==> src/rtl/noc_input_unit.sv <==
// NoC router input unit: flit FIFO with XY route computation and packet tracking.
// Optional same-cycle bypass of an empty queue: define NOC_INPUT_BYPASS_EN.
package noc_pkg;

  typedef struct packed {
    logic [2:0] y;
    logic [2:0] x;
  } xy_t;

  typedef struct packed {
    logic head;
    logic tail;
  } preamble_t;

  typedef enum logic [4:0] {
    goNone  = 5'b00000,
    goNorth = 5'b00001,
    goEast  = 5'b00010,
    goSouth = 5'b00100,
    goWest  = 5'b01000,
    goLocal = 5'b10000
  } direction_t;

endpackage

module noc_input_unit
  import noc_pkg::*;
#(
  parameter int DataWidth      = 64,
  parameter int PortQueueDepth = 4
) (
  input  logic                 clk,
  input  logic                 rst,
  input  xy_t                  position,
  input  logic [DataWidth-1:0] data_in,
  input  logic                 data_in_valid,
  output logic                 data_in_ready,
  output logic [DataWidth-1:0] data_out,
  output logic                 data_out_valid,
  input  logic                 data_out_ready,
  output direction_t           route_out,
  output logic                 protocol_err
);

  localparam int PtrW = $clog2(PortQueueDepth);
  localparam int CntW = PtrW + 1;
  localparam logic [CntW-1:0] Full = CntW'(PortQueueDepth);

  typedef enum logic {
    IDLE,
    PACKET
  } state_t;

  logic [DataWidth-1:0] mem [PortQueueDepth];
  logic [PtrW-1:0]      rd_ptr;
  logic [PtrW-1:0]      wr_ptr;
  logic [CntW-1:0]      count;
  logic                 active_q;

  state_t     state_q;
  state_t     state_d;
  direction_t route_reg;
  direction_t route_d;
  direction_t xy_route;

  logic [DataWidth-1:0] out_flit;
  preamble_t            pre;
  xy_t                  dst;
  logic                 empty;
  logic                 have_flit;
  logic                 bypass;
  logic                 drop;
  logic                 fire;
  logic                 enq;
  logic                 deq;

  assign empty         = (count == '0);
  assign data_in_ready = active_q && (count != Full);

`ifdef NOC_INPUT_BYPASS_EN
  // An empty queue lets a routable flit straight through to a granted switch.
  assign bypass = empty && data_in_valid && data_in_ready
                  && data_out_ready
                  && ((state_q == PACKET) || data_in[DataWidth-1]);
  assign out_flit  = bypass ? data_in : mem[rd_ptr];
  assign have_flit = !empty || bypass;
`else
  assign bypass    = 1'b0;
  assign out_flit  = mem[rd_ptr];
  assign have_flit = !empty;
`endif

  assign pre = preamble_t'(out_flit[DataWidth-1:DataWidth-2]);
  assign dst = xy_t'(out_flit[DataWidth-9:DataWidth-14]);

  always_comb begin
    xy_route = goLocal;
    if (dst.x > position.x)      xy_route = goEast;
    else if (dst.x < position.x) xy_route = goWest;
    else if (dst.y > position.y) xy_route = goSouth;
    else if (dst.y < position.y) xy_route = goNorth;
  end

  // A body/tail flit with no open packet is an orphan and is discarded.
  assign drop = !empty && !bypass
                && (state_q == IDLE) && !pre.head;

  assign data_out_valid = have_flit && !drop;
  assign data_out       = out_flit;

  always_comb begin
    route_out = goNone;
    if (data_out_valid) begin
      route_out = (state_q == PACKET) ? route_reg : xy_route;
    end
  end

  assign fire = data_out_valid && data_out_ready;
  assign deq  = (fire && !bypass) || drop;
  assign enq  = data_in_valid && data_in_ready && !bypass;

  always_comb begin
    state_d = state_q;
    route_d = route_reg;
    if (fire) begin
      unique case (state_q)
        IDLE: begin
          if (pre.head && !pre.tail) begin
            state_d = PACKET;
            route_d = xy_route;
          end
        end
        PACKET: begin
          if (pre.tail) state_d = IDLE;
        end
        default: state_d = IDLE;
      endcase
    end
  end

  always_ff @(posedge clk or negedge rst) begin
    if (!rst) begin
      state_q   <= IDLE;
      route_reg <= goNone;
    end else begin
      state_q   <= state_d;
      route_reg <= route_d;
    end
  end

  always_ff @(posedge clk or negedge rst) begin
    if (!rst) begin
      rd_ptr       <= '0;
      wr_ptr       <= '0;
      count        <= '0;
      active_q     <= 1'b0;
      protocol_err <= 1'b0;
    end else begin
      active_q <= 1'b1;
      if (enq) wr_ptr <= wr_ptr + PtrW'(1);
      if (deq) rd_ptr <= rd_ptr + PtrW'(1);
      unique case ({enq, deq})
        2'b10:   count <= count + CntW'(1);
        2'b01:   count <= count - CntW'(1);
        default: count <= count;
      endcase
      if (drop) protocol_err <= 1'b1;
    end
  end

  always_ff @(posedge clk) begin
    if (enq) mem[wr_ptr] <= data_in;
  end

endmodule

==> config.mk <==
export PLATFORM = sky130hd
export DESIGN_NAME = noc_input_unit
export DESIGN_NICKNAME = d
export VERILOG_FILES = /design/src/rtl/noc_input_unit.sv
export SDC_FILE = /design/constraint.sdc
export NUM_CORES = 1
export LEC_CHECK = 0
export CORE_UTILIZATION = 54
export CTS_CLUSTER_DIAMETER = 30
export CTS_CLUSTER_SIZE = 25
export DETAILED_ROUTE_END_ITERATION = 10
export PLACE_DENSITY_LB_ADDON = 0.25
export SYNTH_ARGS = -nofsm -noshare
export SYNTH_HDL_FRONTEND = slang
export SYNTH_SLANG_ARGS = --single-unit
export TNS_END_PERCENT = 20
==> constraint.sdc <==
create_clock -name clk -period 4.5 [get_ports clk]
set_clock_uncertainty 0.15 [all_clocks]
set_input_delay 0.9 -clock clk [delete_from_list [all_inputs] [get_ports clk]]
set_output_delay 0.9 -clock clk [all_outputs]
set_load 0.005 [all_outputs]
== Yosys cells after proc, flatten, opt, wreduce, memory -nomap -nowiden ==
Memories as Yosys holds them, arrays and structs flattened.
Index checks and enable logic that the tools add are counted.

* $lt $le $gt $ge: 4
* Equality and inequality tests: 3
* Reduce and logical (&&, ||, !) cells: 15
* Add/sub/neg operators: 4
* Mux-type cells: 12
* Bitwise operators: 1

{| class="wikitable"
|+ Operators with widths
! kind !! count
|-
| two-way mux 5 bit || 6
|-
| logical AND 1 bit || 7
|-
| greater-than comparator 3 bit || 2
|-
| less-than comparator 3 bit || 2
|-
| case mux 3 bit (2 select lines) || 1
|-
| adder 2 x 1 -> 2 bit, second input constant || 2
|-
| logical NOT 1 bit || 4
|-
| two-way mux 1 bit || 4
|-
| adder 3 x 1 -> 3 bit, second input constant || 1
|-
| logical NOT 3 bit || 1
|-
| != test 3 bit, second input constant || 1
|-
| AND reduction 3 bit || 1
|-
| subtractor 3 x 1 -> 3 bit, second input constant || 1
|-
| equality test 2 x 1 -> 1 bit, second input constant || 1
|-
| equality test 2 bit, second input constant || 1
|-
| case mux 1 bit (2 select lines) || 1
|-
| nonzero test 2 bit || 1
|-
| logical OR 1 bit || 1
|-
| NOT 1 bit || 1
|}

* Memories kept: 1
* Memory bits (writable): 256
* Word-level logic and storage cells: 47
* Register bits after elaboration: 15
* Output and inout port bits: 72

{| class="wikitable"
|+ Memories
! memory !! depth !! width !! rd ports !! clocked after memory_dff !! write ports !! RTL line !! text
|-
| mem || 4 || 64 || 1 || 0 || 1 || 54 || <nowiki>logic [DataWidth-1:0] mem [PortQueueDepth];</nowiki>
|}

== Depth between registers and ports, before layout ==
Gate-level depths: netlist (run 1).

* Depth after elaboration: 10
* Depth in mapped cells: 10

== Worst setup path after synthesis (run 1) ==
No wires, ideal clock.

* Path kind: register -> output
* From: register rd_ptr[0]
* To: output route_out[0]
* Setup slack: 579 ps
* Buffers on the path: 2
* Required time: 3,450 ps
* Arrival time: 2,871 ps
* Cell stages (with the launch flop): 9
* Path through: dfrtp_1 -> buf_2 -> buf_2 -> mux4_2 -> ha_1 -> nor2b_1 -> o21a_1 -> or4b_2 -> a21oi_1

* Cells in the longest elaborated chain, start to end: 8
* Elaborated cells between the ends (all ways): 15
* Those cells by class: 4 x order compare; 6 x mux; 4 x reduce/logical; 1 x memory

{| class="wikitable"
|+ Ends and longest elaborated chain
! what !! RTL line !! text
|-
| from (decl) || 55 || <nowiki>logic [PtrW-1:0] rd_ptr;</nowiki>
|-
| from (signal assigned) || 161 || <nowiki>if (deq) rd_ptr <= rd_ptr + PtrW'(1);</nowiki>
|-
| memory read (4 x 64 bit) (*) || -- ||
|-
| net data_out[54] || 38 || <nowiki>output logic [DataWidth-1:0] data_out,</nowiki>
|-
| less-than comparator 3 bit || 101 || <nowiki>else if (dst.y < position.y) xy_route = goNorth;</nowiki>
|-
| two-way mux 5 bit || 101 ||
|-
| two-way mux 5 bit (*) || 100 || <nowiki>else if (dst.y > position.y) xy_route = goSouth;</nowiki>
|-
| two-way mux 5 bit (*) || 99 || <nowiki>else if (dst.x < position.x) xy_route = goWest;</nowiki>
|-
| two-way mux 5 bit (*) || 98 || <nowiki>if (dst.x > position.x) xy_route = goEast;</nowiki>
|-
| two-way mux 5 bit (*) || 114 || <nowiki>route_out = (state_q == PACKET) ? route_reg : xy_route;</nowiki>
|-
| two-way mux 5 bit (*) || 113 || <nowiki>if (data_out_valid) begin</nowiki>
|-
| to (decl) || 41 || <nowiki>output direction_t route_out,</nowiki>
|}

The timed path passes the listed nets; every way through them passes the cells marked *.

== Final worst setup path (run 1) ==
* From: register rd_ptr[0]
* To: output route_out[4]

* Cells in the longest elaborated chain, start to end: 8
* Elaborated cells between the ends (all ways): 15
* Those cells by class: 4 x order compare; 6 x mux; 4 x reduce/logical; 1 x memory

{| class="wikitable"
|+ Ends and longest elaborated chain
! what !! RTL line
|-
| memory read (4 x 64 bit) (*) || --
|-
| less-than comparator 3 bit || 101
|-
| two-way mux 5 bit || 101
|-
| two-way mux 5 bit || 100
|-
| two-way mux 5 bit || 99
|-
| two-way mux 5 bit || 98
|-
| two-way mux 5 bit || 114
|-
| two-way mux 5 bit (*) || 113
|}

Every way passes the cells marked *; elsewhere a longest branch is shown, timed or not.

==> flow_summary.ini, run 1 <==
[floorplan]
start_util = 0.559
rows = 49
die_w_um = 140
die_h_um = 140
die_area_um2 = 19500
core_um2 = 18300
pin_count = 146

[setup_path]
critical_path_arrival_ns = 3.22
crit_path_top_delay_cell = mux4_2
start_kind = flop
worstSetupEndpointType = output pin
critPathMaxStageDelay_ns = 0.52
worstSetupPathType = reg -> out
cp_cell_sequence = buf_4 > mux4_2 > ha_1 > nand3_1 > a211oi_1 > o211ai_1 > a21oi_1 > clkdlybuf4s50_1
critPathRequiredTime_ns = 3.45
cp_max_fo = 6

[timing]
fin_setup_tns_ns = 0
setup-violations-final = 0
worst_pin_slew_ns = 1.04
setup_ws_ns = 0.232
finalMaxSlewViolations = 0
hold_ws_ns = 0.329
min_period_over_period = 0.948
max_freq_ghz = 0.234
fin_crit_ns = 4.27
slew-limit-headroom = 0.306
rsz0062_at_grt = false
hold_viol = 0

[job]
cap_violations = 0

[placed_design]
place_congestion = 0.843
place.port_buffers = 145
dp_hpwl_um = 10600
dp_cells = 805
preCtsSetupSlack_ns = 0.0768

[clocking]
cts_inserted_buffers = 44
root_buffer = clkbuf_16
holdBufCountCts = 0
clockBufferDepth = 3
h-tree-depth = 2
clk_latency_ns = 0.52
clk_pin_slew_ns = 0.05
cts_tree = yes
cts.sinks = 271

[logic_synthesis]
yosys_register_bits = 271
synth_edf_count = 256
synth_area_um2 = 10200
yosys.area.top_type_share = 0.753
yosys_warnings = 0
synth_top_area_cell = edfxtp_1
synth.area.top_cells = edfxtp_1, mux4_2, dfrtp_1
synth_seq_area_share = 0.790
postSynthAreaPerCell_um2 = 23.0
async_flop_share = 0.0554
synth_cell_types = 35
synthTopCellsByCount = edfxtp_1, mux4_2, inv_1
synth_flop_cell = edfxtp_1
yosysMostFrequentCell = edfxtp_1
synthCells = 443
synth_fp_nets = 529

[global_routing]
grt_max_degree = 65
grt_first_pass_wirelength_um = 30100
grt-ovfl-total = 0
grt_pass1_vias = 5481
antenna_found_initial = 0
grt_use_total = 0.209

[routing]
wirelength_um = 19200
routedWlPerCell_um = 21.5
vias = 5020
drc = 0
drt_first_pass_iters = 4
drtIter0Drc = 294
ant_nets = 0
viasPerCell = 5.63

[power]
p_leak_nw = 4.55
powerDensity_nw_per_um2 = 668
irDropWorstVdd_mv = 0.504

[worst_hold_path]
worstHoldPathType = reg -> reg

[cells_and_area]
nets = 714
drive_above_1_share = 0.227
fin_util = 0.735
area_growth_syn_to_layout_pct = 31.6
n_antenna_cell = 0
largest_reg_flops = 256
fin_cells = 891

[status]
outcome = complete, no violations
[through the flow]
stage | power [mW] | area (um^2)
2_1_floorplan | 4.56 | 10200
3_3_place_gp | 5.68 | 11900
3_5_place_dp | 5.75 | 11900
4_1_cts | 9.08 | 13400
5_1_grt | 9.36 | 13400
6_report | 8.97 | 13400
[logic make-up after synthesis]
kind of cell               count (synthesis)  synth area share
AOI/OAI and AO/OA                         22            0.0137
xor gates and xnor gates                   6           0.00515
adders and majority gates                 12            0.0154
buffers and inverters                     35            0.0137
DFF                                      271             0.790
muxes                                     70             0.147
other                                      1          0.000367
and+or+nand+nor                           26            0.0145
[report_power, final]
group | internal [mW] | switching (mW)
logic | 1.43 | 1.07
registers | 3.10 | 0.133
clock network | 2.16 | 1.07
[placed cells by master, fill, tap and decap left out, types with 7 or more instances in the layout]
master           count
buf_4                8
ha_1                11
inv_1               19
clkinv_2            11
edfxtp_1           256
dfrtp_1             13
mux4_2              64
clkbuf_1             8
nand2_1              7
clkbuf_16           45
clkdlybuf4s50_1    144
[path summary, 6_finish.rpt]
| check | start | to | slack (ns) | cells after the start |
|---|---|---|---|---|
| worst max-delay path | rd_ptr[0] | route_out[4] | 0.23 | 8 |
| worst min-delay path | protocol_err | protocol_err | 0.33 | 1 |
| worst max register to register | rd_ptr[1] | count[2] | 1.22 | 10 |
| worst min register to register | protocol_err | protocol_err | 0.33 | 1 |
| max in group asynchronous | rst | rd_ptr[0] | 3.01 | 1 |
| min in group asynchronous | rst | route_reg[4] | 0.66 | 1 |
[per-layer routing]
metal / vias up / wire length (um) / global-route usage
met5: - / 0 / 0
met4: 0 / 552 / 0.0830
met3: 43 / 1360 / 0.0702
met2: 172 / 9540 / 0.342
met1: 2577 / 7710 / 0.258
li1: 2228 / - / -
[area by class of cell]
type | count | area (um^2)
sequential | 271 | 8070
fill | 1071 | 4830
multi-input combinational | 137 | 2030
timing repair buffer | 155 | 1530
clock buffer | 53 | 1160
clock inverter | 27 | 290
tap | 229 | 287
inverter | 19 | 71.3
[critical path: cells and delay by family (launching register included)]
kind | cells | cell delay, ns
buffers and inverters | 2 | 0.67
DFF | 1 | 0.48
adders and majority gates | 1 | 0.32
AOI/OAI and AO/OA | 3 | 0.61
muxes | 1 | 0.52
and+or+nand+nor | 1 | 0.13
[what timing repair did]
item,in CTS,in global routing
setup buffers,6,0
cloned,0,0
gates resized for setup,3,1
endpoints found under the setup margin,1,5
pin swaps,1,0
No activity file was read; power rests on OpenSTA's default activity.
==> inputs of run 2 (changes only) <==
--- a/config.mk
+++ b/config.mk
@@ -5,7 +5,8 @@
 export SDC_FILE = /design/constraint.sdc
 export NUM_CORES = 1
 export LEC_CHECK = 0
-export CORE_UTILIZATION = 54
+export CORE_MARGIN = 5
+export CORE_UTILIZATION = 40
 export CTS_CLUSTER_DIAMETER = 30
 export CTS_CLUSTER_SIZE = 25
 export DETAILED_ROUTE_END_ITERATION = 10
==> run 2 against run 1 <==
- sequential share of layout area decreased by 2.1 points
- register-to-register slack got worse by 0.24 ns
- die area rose by 48%
- sequential power about the same
==> flow_summary.ini, run 2 (synthesized netlist as in run 1, its figures left out) <==
[status]
outcome = complete, no violations

[clocking]
root_buffer = clkbuf_16
holdBufCountCts = 0
h-tree-depth = 2
clockBufferDepth = 3
cts_tree = yes
cts.sinks = 271
cts_inserted_buffers = 51
clk_latency_ns = 0.52
clk_pin_slew_ns = 0.04

[routing]
vias = 5055
drtIter0Drc = 165
drt_first_pass_iters = 4
drc = 0
viasPerCell = 5.00
wirelength_um = 20100
routedWlPerCell_um = 19.9
ant_nets = 0

[placed_design]
dp_hpwl_um = 11600
dp_cells = 908
place.port_buffers = 145
place_congestion = 0.868

[global_routing]
grt_first_pass_wirelength_um = 31300
grt_use_total = 0.141
grt-ovfl-total = 0
grt_pass1_vias = 5676
antenna_found_initial = 0
grt_max_degree = 65

[cells_and_area]
final_common_cell = edfxtp_1
n_antenna_cell = 0
area_growth_syn_to_layout_pct = 36.4
mostFrequentLayoutCells = edfxtp_1, clkdlybuf4s50_1, mux4_2
nFillCells = 1891
fin_cells = 1010
drive_above_1_share = 0.253
largest_reg_flops = 256
nets = 724

[floorplan]
die_area_um2 = 28800
core_um2 = 25200
pin_count = 146
rows = 58
die_h_um = 170
die_w_um = 170
start_util = 0.405

[timing]
finalMaxSlewViolations = 0
rsz0062_at_grt = false
setup-violations-final = 0
max_freq_ghz = 0.232
hold_viol = 0
worst_pin_slew_ns = 1.07
fin_crit_ns = 4.30
min_period_over_period = 0.956
slew-limit-headroom = 0.288
fin_setup_tns_ns = 0

[power]
p_leak_nw = 4.72
powerDensity_nw_per_um2 = 690
power.total_mw = 9.60
irDropWorstVdd_mv = 0.414

[setup_path]
reg2regPathDepth = 11
r2r_setup_slack_ns = 0.98
critPathRequiredTime_ns = 3.45
rr_endpoint = count[2]
reg2reg_from = rd_ptr[0]
worstSetupPathType = reg -> out
start_kind = flop
worstSetupEndpointType = output pin
cp_max_fo = 7
critical_path_arrival_ns = 3.25
critPathLaunch = rd_ptr[0]
critical_path.endpoint = route_out[4]

[worst_hold_path]
worstHoldPathType = reg -> reg

[job]
cap_violations = 0
[run 2: through the flow]
step | setup slack, ns | util | cell area [um^2] | hold slack [ns]
floorplan | 0.579 | - | 10200 | 0.301
global placement | 0.143 | 0.480 | 12100 | 0.291
detailed placement | 0.0697 | 0.480 | 12100 | 0.316
CTS | 0.177 | 0.553 | 13900 | 0.326
global route | 0.0309 | 0.553 | 13900 | 0.333
finish | 0.198 | 0.553 | 13900 | 0.321
[run 2: report_power, final]
part           switching, mW  total [mW]  internal [mW]
clock network           1.19        3.81           2.62
logic                   1.09        2.55           1.45
registers              0.134        3.24           3.11
total                   2.42        9.60           7.18
[run 2: area by class of cell]
class,count,area (um^2),share of cell area
flip-flops and latches,271,8070,0.580
clock buffers,57,1320,0.0948
repair buffers,158,1550,0.111
multi-input cells,137,2050,0.147
inverters,19,71.3,0.00512
clock inverters,38,453,0.0325
well taps,330,413,0.0296
[run 2: worst max-delay path: stages (launching register included)]
cell and delay (ns):
dfrtp_4 0.48, buf_4 0.14, mux4_2 0.52, ha_1 0.32, nand3_1 0.12, a211oi_1 0.32
o211ai_1 0.15, a21oi_1 0.16, clkdlybuf4s50_1 0.51
[run 2: per-layer routing]
metal	track usage	vias up	share of wire
met5	0	-	0
met4	0.0462	0	0.020
met3	0.0391	37	0.067
met2	0.246	153	0.52
met1	0.169	2614	0.40
li1	-	2251	-
[run 2: worst min-delay path by stage]
stage | start | slack (ns) | cells after the start | endpoint
3_3_place_gp | protocol_err | 0.29 | 1 | protocol_err
4_1_cts | protocol_err | 0.33 | 1 | protocol_err
3_5_place_dp | protocol_err | 0.32 | 1 | protocol_err
6_report | protocol_err | 0.32 | 1 | protocol_err
5_1_grt | protocol_err | 0.33 | 1 | protocol_err
2_1_floorplan | protocol_err | 0.30 | 1 | protocol_err
[run 2: timing repair]
item,in CTS,in global routing
setup endpoints to repair,1,0
buffers inserted,7,0
resized for setup,4,0
